**src/rtl/axis_idle_rle.sv**
```systemverilog
`default_nettype none
// ============================================================================
//  Module      : axis_idle_rle
//  Description : Run-length compressor for a flagged AXI-Stream. The MSB of
//                tdata marks an active beat; consecutive idle beats (MSB = 0)
//                collapse into one run beat that carries the idle count in
//                its low CNT_WIDTH bits. Active beats and tlast framing pass
//                through unchanged.
//
//  Ports
//    clk            in   sole clock, rising edge
//    arst           in   asynchronous active-high reset
//    s_axis_tvalid  in   input beat valid
//    s_axis_tready  out  input beat accepted when high with s_axis_tvalid
//    s_axis_tdata   in   [DATA_WIDTH-1] activity flag, payload below
//    s_axis_tlast   in   end of packet
//    m_axis_tvalid  out  output beat valid
//    m_axis_tready  in   downstream ready
//    m_axis_tdata   out  active beat, or {0, zeros, count} run beat
//    m_axis_tlast   out  end of packet
//    m_axis_tkeep   out  constant all-ones
//
//  Revision    : 1.0  initial release
// ============================================================================
module axis_idle_rle #(
    parameter int DATA_WIDTH = 32,
    parameter int CNT_WIDTH  = 16
) (
    input  logic                    clk,
    input  logic                    arst,
    input  logic                    s_axis_tvalid,
    output logic                    s_axis_tready,
    input  logic [DATA_WIDTH-1:0]   s_axis_tdata,
    input  logic                    s_axis_tlast,
    output logic                    m_axis_tvalid,
    input  logic                    m_axis_tready,
    output logic [DATA_WIDTH-1:0]   m_axis_tdata,
    output logic                    m_axis_tlast,
    output logic [DATA_WIDTH/8-1:0] m_axis_tkeep
);

    localparam int                   c_MSB     = DATA_WIDTH - 1;
    localparam logic [CNT_WIDTH-1:0] c_CNT_MAX = '1;
    localparam logic [CNT_WIDTH-1:0] c_CNT_ONE = CNT_WIDTH'(1);

    localparam logic [0:0] c_ST_NORUN = 1'b0;   // no idle run pending
    localparam logic [0:0] c_ST_RUN   = 1'b1;   // run pending, count >= 1

    // ------------------------------------------------------------------
    // Registers
    // ------------------------------------------------------------------
    logic [0:0]            r_state;
    logic [CNT_WIDTH-1:0]  r_cnt;
    logic                  r_m_tvalid;
    logic [DATA_WIDTH-1:0] r_m_tdata;
    logic                  r_m_tlast;

    // ------------------------------------------------------------------
    // Shared decode
    // ------------------------------------------------------------------
    logic                  w_ofree;
    logic                  w_in_active;
    logic                  w_accept;
    logic                  w_flush;
    logic                  w_idle_acc;
    logic                  w_idle_term;
    logic [CNT_WIDTH-1:0]  w_n;

    logic [0:0]            w_state_nxt;
    logic [CNT_WIDTH-1:0]  w_cnt_nxt;
    logic                  w_s_tready;
    logic                  w_oreg_load;
    logic [DATA_WIDTH-1:0] w_oreg_tdata;
    logic                  w_oreg_tlast;

    // Run beat: flag clear, count in the low bits, everything else zero.
    function automatic logic [DATA_WIDTH-1:0] f_run_beat(input logic [CNT_WIDTH-1:0] count);
        logic [DATA_WIDTH-1:0] beat;
        beat                 = '0;
        beat[CNT_WIDTH-1:0]  = count;
        return beat;
    endfunction

    assign w_ofree     = !r_m_tvalid || m_axis_tready;
    assign w_in_active = s_axis_tvalid && s_axis_tdata[c_MSB];

    // An active beat arriving while a run is pending first forces the run
    // out; the active beat itself is held off for that one cycle so the
    // run beat lands in the output register ahead of it.
    assign w_flush     = (r_state == c_ST_RUN) && w_in_active && w_ofree;

    assign w_accept    = s_axis_tvalid && w_s_tready;
    assign w_idle_acc  = w_accept && !s_axis_tdata[c_MSB];

    // Length of the run including the idle beat currently being accepted.
    assign w_n         = (r_state == c_ST_NORUN) ? c_CNT_ONE : (r_cnt + c_CNT_ONE);

    // An idle beat closes its run on end-of-packet or when the counter
    // would otherwise overflow.
    assign w_idle_term = w_idle_acc && (s_axis_tlast || (w_n == c_CNT_MAX));

    // ------------------------------------------------------------------
    // State register
    // ------------------------------------------------------------------
    always_ff @(posedge clk or posedge arst) begin
        if (arst) begin
            r_state <= c_ST_NORUN;
            r_cnt   <= '0;
        end else begin
            r_state <= w_state_nxt;
            r_cnt   <= w_cnt_nxt;
        end
    end

    // ------------------------------------------------------------------
    // Next-state logic
    // ------------------------------------------------------------------
    always_comb begin
        w_state_nxt = r_state;
        w_cnt_nxt   = r_cnt;
        if (w_flush) begin
            w_state_nxt = c_ST_NORUN;
            w_cnt_nxt   = '0;
        end else if (w_idle_acc) begin
            if (w_idle_term) begin
                w_state_nxt = c_ST_NORUN;
                w_cnt_nxt   = '0;
            end else begin
                w_state_nxt = c_ST_RUN;
                w_cnt_nxt   = w_n;
            end
        end
    end

    // ------------------------------------------------------------------
    // Output logic: input ready and output-register load value
    // ------------------------------------------------------------------
    always_comb begin
        w_s_tready   = w_ofree && !arst &&
                       !((r_state == c_ST_RUN) && w_in_active);
        w_oreg_load  = 1'b0;
        w_oreg_tdata = r_m_tdata;
        w_oreg_tlast = r_m_tlast;
        if (w_flush) begin
            w_oreg_load  = 1'b1;
            w_oreg_tdata = f_run_beat(r_cnt);
            w_oreg_tlast = 1'b0;
        end else if (w_accept && s_axis_tdata[c_MSB]) begin
            w_oreg_load  = 1'b1;
            w_oreg_tdata = s_axis_tdata;
            w_oreg_tlast = s_axis_tlast;
        end else if (w_idle_term) begin
            w_oreg_load  = 1'b1;
            w_oreg_tdata = f_run_beat(w_n);
            w_oreg_tlast = s_axis_tlast;
        end
    end

    // ------------------------------------------------------------------
    // Output register
    // ------------------------------------------------------------------
    always_ff @(posedge clk or posedge arst) begin
        if (arst) begin
            r_m_tvalid <= 1'b0;
            r_m_tdata  <= '0;
            r_m_tlast  <= 1'b0;
        end else if (w_oreg_load) begin
            r_m_tvalid <= 1'b1;
            r_m_tdata  <= w_oreg_tdata;
            r_m_tlast  <= w_oreg_tlast;
        end else if (m_axis_tready) begin
            r_m_tvalid <= 1'b0;
        end
    end

    assign s_axis_tready = w_s_tready;
    assign m_axis_tvalid = r_m_tvalid;
    assign m_axis_tdata  = r_m_tdata;
    assign m_axis_tlast  = r_m_tlast;
    assign m_axis_tkeep  = '1;

endmodule
`default_nettype wire

```
**config.mk**
```make
export PLATFORM = sky130hd
export DESIGN_NAME = axis_idle_rle
export DESIGN_NICKNAME = d
export VERILOG_FILES = /design/src/rtl/axis_idle_rle.sv
export SDC_FILE = /design/constraint.sdc
export NUM_CORES = 1
export LEC_CHECK = 0
export ABC_AREA = 1
export BUFFER_PORTS_ARGS = -buffer_cell sky130_fd_sc_hd__buf_2
export CAP_MARGIN = 20
export CORE_ASPECT_RATIO = 0.8
export CORE_MARGIN = 2
export CORE_UTILIZATION = 50
export DETAILED_ROUTE_END_ITERATION = 16
export PLACE_DENSITY_LB_ADDON = 0.1
export SKIP_LAST_GASP = 1
export SLEW_MARGIN = 20
export SYNTH_ARGS = -nofsm -noshare
export SYNTH_HDL_FRONTEND = slang
export SYNTH_SLANG_ARGS = --single-unit
```
**constraint.sdc**
```tcl
create_clock -name clk -period 3.4 [get_ports clk]
set_clock_uncertainty 0.1 [all_clocks]
set_input_delay 0.17 -clock clk [delete_from_list [all_inputs] [get_ports clk]]
set_output_delay 0.17 -clock clk [all_outputs]
set_load 0.05 [all_outputs]
```
==> results.md, run 1 <==
- Synth cell types: 26
- Synth-to-layout area growth: 22.2%
- Vias in the first global route: 2667
- Fill count: 537
- CTS Buf Count: 5
- Pwr per Cell Area: 624 nW/um^2
- Most common cell after layout, fill and taps aside: nand2_1
- Tot GR Track Use: 0.251
- Drt via density: 5.15
- Fmax: 384 MHz
- Setup Buffers After CTS: 0
- Synthesized area per cell: 7.01 um^2
- CTS clk-pin slew, worst paths: 0.10 ns
- TritonRoute pass-1 iters: 5
- Clock Path Buffers: 2
- Post-detailed-route count of antenna-violating nets: 0
- H-tree depth: 2
- Drt initial violations: 210
- Layout Cells excl Fill: 571
- Crit-path most repeated cell: nand2_1
- Die height: 72.1 um
- Worst-path maximum fanout: 51
- Critical path class: reg2reg
- Most frequent cells in the layout: 161 x nand2_1, 71 x buf_2, 59 x nand3_1
- Fin crit share: 0.765
- Final Hold Vio Count: 0
- Worst Hold Class: in2reg
- WHS: 0.0625 ns
- Share of flip-flops with an asynchronous set or reset: 1.00
- Drt drc: 0
- GRT overflow: 0
- Ys flop type: dfrtp_1
- Initial core utilization: 0.524
- Syn Inst Count: 413
- Worst EP arrival: 2.75 ns
- IR Drop Worst-Case VDD: 0.000493 V
- Run status: completed
- Count of flip-flops with a built-in enable after synthesis: 0
- Slew @ Worst Pin: 0.699 ns
- Cell at the root of the clock tree: clkbuf_8
- Antenna cells: 0
- RSZ-0062 raised after global routing: false
- Setup crit end kind: flip-flop
- GPL Wtd Cong: 0.921
- Final wirelength: 7.69 mm
- Placement Rows: 24
- Critical Path Max Stage Delay: 0.43 ns
- CP startpoint kind: flip-flop
- Seq cells post-synth: 51
- Max-Slew Margin vs Limit: 0.534
- Clock sinks: 51
- TNS Setup: 0 ns
- Total power: 0.00221 W
- Initial antenna violation count: 0
- Final min period: 2.60 ns
- Slew Limit Fails: 0
- Leak Pwr: 1.92 nW
- Routed vias: 2941
- Synth warn: 0
- Detailed placement HPWL: 5.24 mm
- Routed length per instance: 13.5 um
- DIE AREA: 6420 um^2
- Post-CTS resize count: 0
- Core area: 5530 um^2
- Max-Cap Viols: 0
- Fraction of layout cells with a size suffix above 1: 0.201
- I/O Pins: 76
- Layout Nets: 530
- Final setup vio count: 0
- Register area share after synthesis: 0.441
- Worst-Skew Late Latency: 0.32 ns
- Critical path data required time: 3.55 ns
- PortBufs: 71
- Slowest-stage cell, CP: dfrtp_1
- CTS tree: done
- Chip width: 89.1 um
- Largest net degree at the start of global routing: 52
- Mapped cell area: 2900 um^2
- Cells after DPL: 547
- First-pass GRT wire length: 12.6 mm
- Crit-path cells: ha_1 -> nand3_2 -> nand2_1 -> inv_1 -> nor2_1 -> nand3_1 -> nor2_1 -> nand3_1 -> nor2_1 -> nand2_1 -> nand2_2 -> nand2_4 -> nand2_4 -> nand2_1 -> nand2_1
critical path, delay by kind of cell (launching register included):
kind                       cells  cell delay (ns)
DFF                            1             0.43
adders and majority gates      1             0.23
buffers and inverters          1             0.04
and+or+nand+nor               13             1.74
flip-flops by register name, summed over array words and instances, names as in the netlist:
name and flops:
m_axis_tlast 1, r_cnt 16, r_state 1, m_axis_tdata 32, m_axis_tvalid 1
cell usage after synthesis (all sizes together), types with 4 or more instances:
cell type | n | share of area
nor2 | 45 | 0.064
nand3b | 10 | 0.026
nand3 | 60 | 0.11
buf | 18 | 0.035
dfrtp | 51 | 0.44
nand2 | 164 | 0.22
inv | 28 | 0.036
a31oi | 10 | 0.022
nand4 | 4 | 0.0086
a21oi | 5 | 0.0099
o21ai | 8 | 0.014
clkbuf | 5 | 0.0065
power by group:
group	internal (W)	switching, W	total, W
Clock	0.000167	0.000225	0.000392
Combinational	0.000235	0.000744	0.000979
Sequential	0.000741	0.0000980	0.000839
final cells by class:
type / count / area (um^2) / area share
multi-input combinational: 314 / 1410 / 0.398
timing repair buffer: 92 / 553 / 0.156
clock inverter: 2 / 16.3 / 0.00459
inverter: 28 / 105 / 0.0297
clock buffer: 6 / 82.6 / 0.0233
sequential: 51 / 1280 / 0.360
tap: 78 / 97.6 / 0.0276
metal layers:
layer | share of wire | global-route usage
met3 | 0.069 | 0.0387
met1 | 0.46 | 0.362
met5 | 0 | 0
met2 | 0.46 | 0.398
met4 | 0.0073 | 0.0614
cell families after synthesis:
group | after synthesis | share of synthesized area
AO/OA/AOI/OAI | 26 | 0.0536
flip-flops | 51 | 0.441
other | 1 | 0.00129
buffers and inverters | 51 | 0.0773
AND/OR/NAND/NOR | 283 | 0.423
adder cells (fa/ha/maj) | 1 | 0.00432
final timing paths:
| path | from | to | slack, ns | cells past startpoint |
|---|---|---|---|---|
| worst min register to register | m_axis_tdata[31] | m_axis_tdata[31] | 0.40 | 2 |
| worst max-delay path | r_cnt[0] | m_axis_tdata[0] | 0.80 | 15 |
| worst max register to register | r_cnt[0] | m_axis_tdata[0] | 0.80 | 15 |
| worst min-delay path | s_axis_tlast | m_axis_tlast | 0.06 | 5 |
| max in group asynchronous | arst | r_cnt[5] | 2.27 | 4 |
| min in group asynchronous | arst | m_axis_tdata[4] | 0.48 | 4 |
metrics by stage:
| step | setup slack [ns] | utilization | cell area, um^2 |
|---|---|---|---|
| 2_1_floorplan | 0.118 | - | 2910 |
| 3_3_place_gp | 0.856 | 0.594 | 3280 |
| 3_5_place_dp | 0.836 | 0.594 | 3280 |
| 4_1_cts | 0.807 | 0.641 | 3540 |
| 5_1_grt | 0.504 | 0.641 | 3540 |
| 6_report | 0.799 | 0.641 | 3540 |
what timing repair did:
item | CTS | global route
hold buffers | 16 | 0
hold endpoints to repair | 66 | 0
endpoints found under the setup margin | 0 | 0
(Power assumes the default switching activity.)
==> run 2: changes to the inputs <==
clock period = 2.5 ns   (was 3.4 ns; I/O delays follow)
==> run 2 against run 1 <==
Against the previous run: sequential share of layout area down 1.1 points; combinational power is 40% higher; non-clock buffer count grew 7; hold slack worse by 0.021 ns; final cell count up 1.1%; total power increased by 40%; via count up 3.4%; setup slack worse by 0.61 ns; maximum frequency increased by 12%; count of clock-buffer cells in the layout is 1 lower; critical endpoint is now m_axis_tdata[2]; largest cell class unchanged.
==> results.md, run 2 (synthesis results as in run 1) <==
- GPL Wtd Cong: 0.929 (+0.90%)
- CTS clk-pin slew, worst paths: 0.10 ns (about the same)
- Largest net degree at the start of global routing: 52 (unchanged)
- CP startpoint: r_cnt[0]
- Layout Nets: 537 (+1.3%)
- Total power: 0.00310 W (+40%)
- Grt met3 use: 0.0410 (+0.00228)
- Hold Path Origin: s_axis_tlast
- CTS Buf Count: 5 (unchanged)
- Cell at the root of the clock tree: clkbuf_8
- Chip width: 89.1 um (unchanged)
- Worst-path maximum fanout: 16 (-69%)
- Final setup vio count: 0 (unchanged)
- TritonRoute pass-1 iters: 5 (unchanged)
- Critical path data required time: 2.60 ns (-0.95 ns)
- Max-Slew Margin vs Limit: 0.514 (-0.0195)
- Fin crit share: 0.925 (+0.160)
- Slew Limit Fails: 0 (unchanged)
- Slew @ Worst Pin: 0.728 ns (+0.0292 ns)
- GRT overflow: 0 (unchanged)
- Final Hold Vio Count: 0 (unchanged)
- Final min period: 2.31 ns (-0.289 ns)
- Die height: 72.1 um (unchanged)
- First-pass GRT wire length: 13.2 mm (+4.5%)
- Fraction of layout cells with a size suffix above 1: 0.232 (+0.0317)
- Fmax: 433 MHz (+12%)
- Post-detailed-route count of antenna-violating nets: 0 (unchanged)
- Tot GR Track Use: 0.263 (+0.0119)
- Clock sinks: 51 (unchanged)
- Initial antenna violation count: 0 (unchanged)
- Met2 Track Usage GR: 0.418 (+0.0198)
- Final wirelength: 8.06 mm (+4.8%)
- RSZ-0062 raised after global routing: false
- I/O Pins: 76 (unchanged)
- PortBufs: 71 (unchanged)
- CTS tree: done
- Synth-to-layout area growth: 27.0%
- Routed vias: 3042 (+3.4%)
- GR peak layer: met2
- Critical path class: reg2reg
- Placement Rows: 24 (unchanged)
- Worst Hold Class: in2reg
- Drt drc: 0 (unchanged)
- Most common cell after layout, fill and taps aside: nand2_1
- Reg2Reg Launch Point: r_cnt[0]
- Core area: 5530 um^2 (unchanged)
- Detailed placement HPWL: 5.61 mm (+7.1%)
- Leak Pwr: 1.95 nW (+1.6%)
- Drt via density: 5.27 (+2.4%)
- Routed length per instance: 14.0 um (+3.7%)
- Fill count: 530 (-1.3%)
- H-tree depth: 2 (unchanged)
- CP startpoint kind: flip-flop
- Largest register FFs: 32 (unchanged)
- Most frequent cells in the layout: 161 x nand2_1, 71 x buf_2, 59 x nand3_1
- Max-Cap Viols: 0 (unchanged)
- Cells after DPL: 553 (+1.1%)
- Vias in the first global route: 2851 (+6.9%)
- Initial core utilization: 0.524 (unchanged)
- DIE AREA: 6420 um^2 (unchanged)
- Setup crit end kind: flip-flop
- Worst-Skew Late Latency: 0.30 ns (-0.02 ns)
- M1 GR Usage: 0.382 (+0.0195)
- Pwr per Cell Area: 842 nW/um^2 (+35%)
- Drt initial violations: 287 (+37%)
- IR Drop Worst-Case VDD: 0.000575 V (+17%)
- Worst EP arrival: 2.42 ns (-0.33 ns)
- Layout Cells excl Fill: 577 (+1.1%)
- Clock Path Buffers: 2 (unchanged)
- Run status: completed
- TNS Setup: 0 ns (unchanged)
- Antenna cells: 0 (unchanged)
[run 2: power breakdown]
part / switching [W] / internal, W
clock network: 0.000280 / 0.000293
logic: 0.00102 / 0.000347
registers: 0.000143 / 0.00101
[run 2: final timing paths]
kind,to,slack [ns],cells past startpoint
min in group asynchronous,m_axis_tdata[7],0.53,4
max in group asynchronous,r_cnt[0],1.32,4
setup reg to reg,m_axis_tdata[2],0.19,15
setup / recovery,m_axis_tdata[2],0.19,15
hold / removal,m_axis_tlast,0.04,5
hold reg to reg,m_axis_tdata[31],0.41,2
[run 2: per-stage QoR]
stage	util	hold WS, ns	instance area [um^2]	worst slack, ns
2_1_floorplan	-	0.0780	2910	0.0454
3_3_place_gp	0.608	0.224	3360	0.194
3_5_place_dp	0.608	0.229	3360	0.151
4_1_cts	0.656	0.0354	3620	0.109
5_1_grt	0.666	0.0623	3680	0.00292
6_report	0.666	0.0412	3680	0.188
[run 2: worst max-delay path: stages (launching register included)]
cell and delay [ns]:
dfrtp_2 0.44, ha_4 0.16, nand3_2 0.13, nor2_4 0.15, nand2_1 0.07, nand2_1 0.06, nand3_1 0.12, nor2_1 0.13
nand2_1 0.07, nor2_1 0.10, nand2_1 0.08, nand2_2 0.12, nand2_8 0.12, buf_12 0.19, nand3_1 0.07, nand2_1 0.07
[run 2: area by class of cell]
cell class | count | area (um^2) | area share
Clock buffer | 5 | 68.8 | 0.0187
Clock inverter | 2 | 37.5 | 0.0102
Inverter | 28 | 109 | 0.0296
Multi-Input combinational cell | 314 | 1450 | 0.395
Sequential cell | 51 | 1280 | 0.349
Tap cell | 78 | 97.6 | 0.0265
Timing Repair Buffer | 99 | 631 | 0.171
[run 2: metal layers]
metal,part of all wire,routed length (um),vias to the layer above
met3,0.078,628,13
met2,0.46,3720,128
met5,0,0,-
li1,-,-,1479
met4,0.012,99,0
met1,0.45,3610,1422
[run 2: timing repair]
action                                  CTS  global route
endpoints found under the setup margin    0            46
resized for setup                         0            14
endpoints found under the hold margin    20             0
setup buffers                             0             1
hold buffers                             16             0
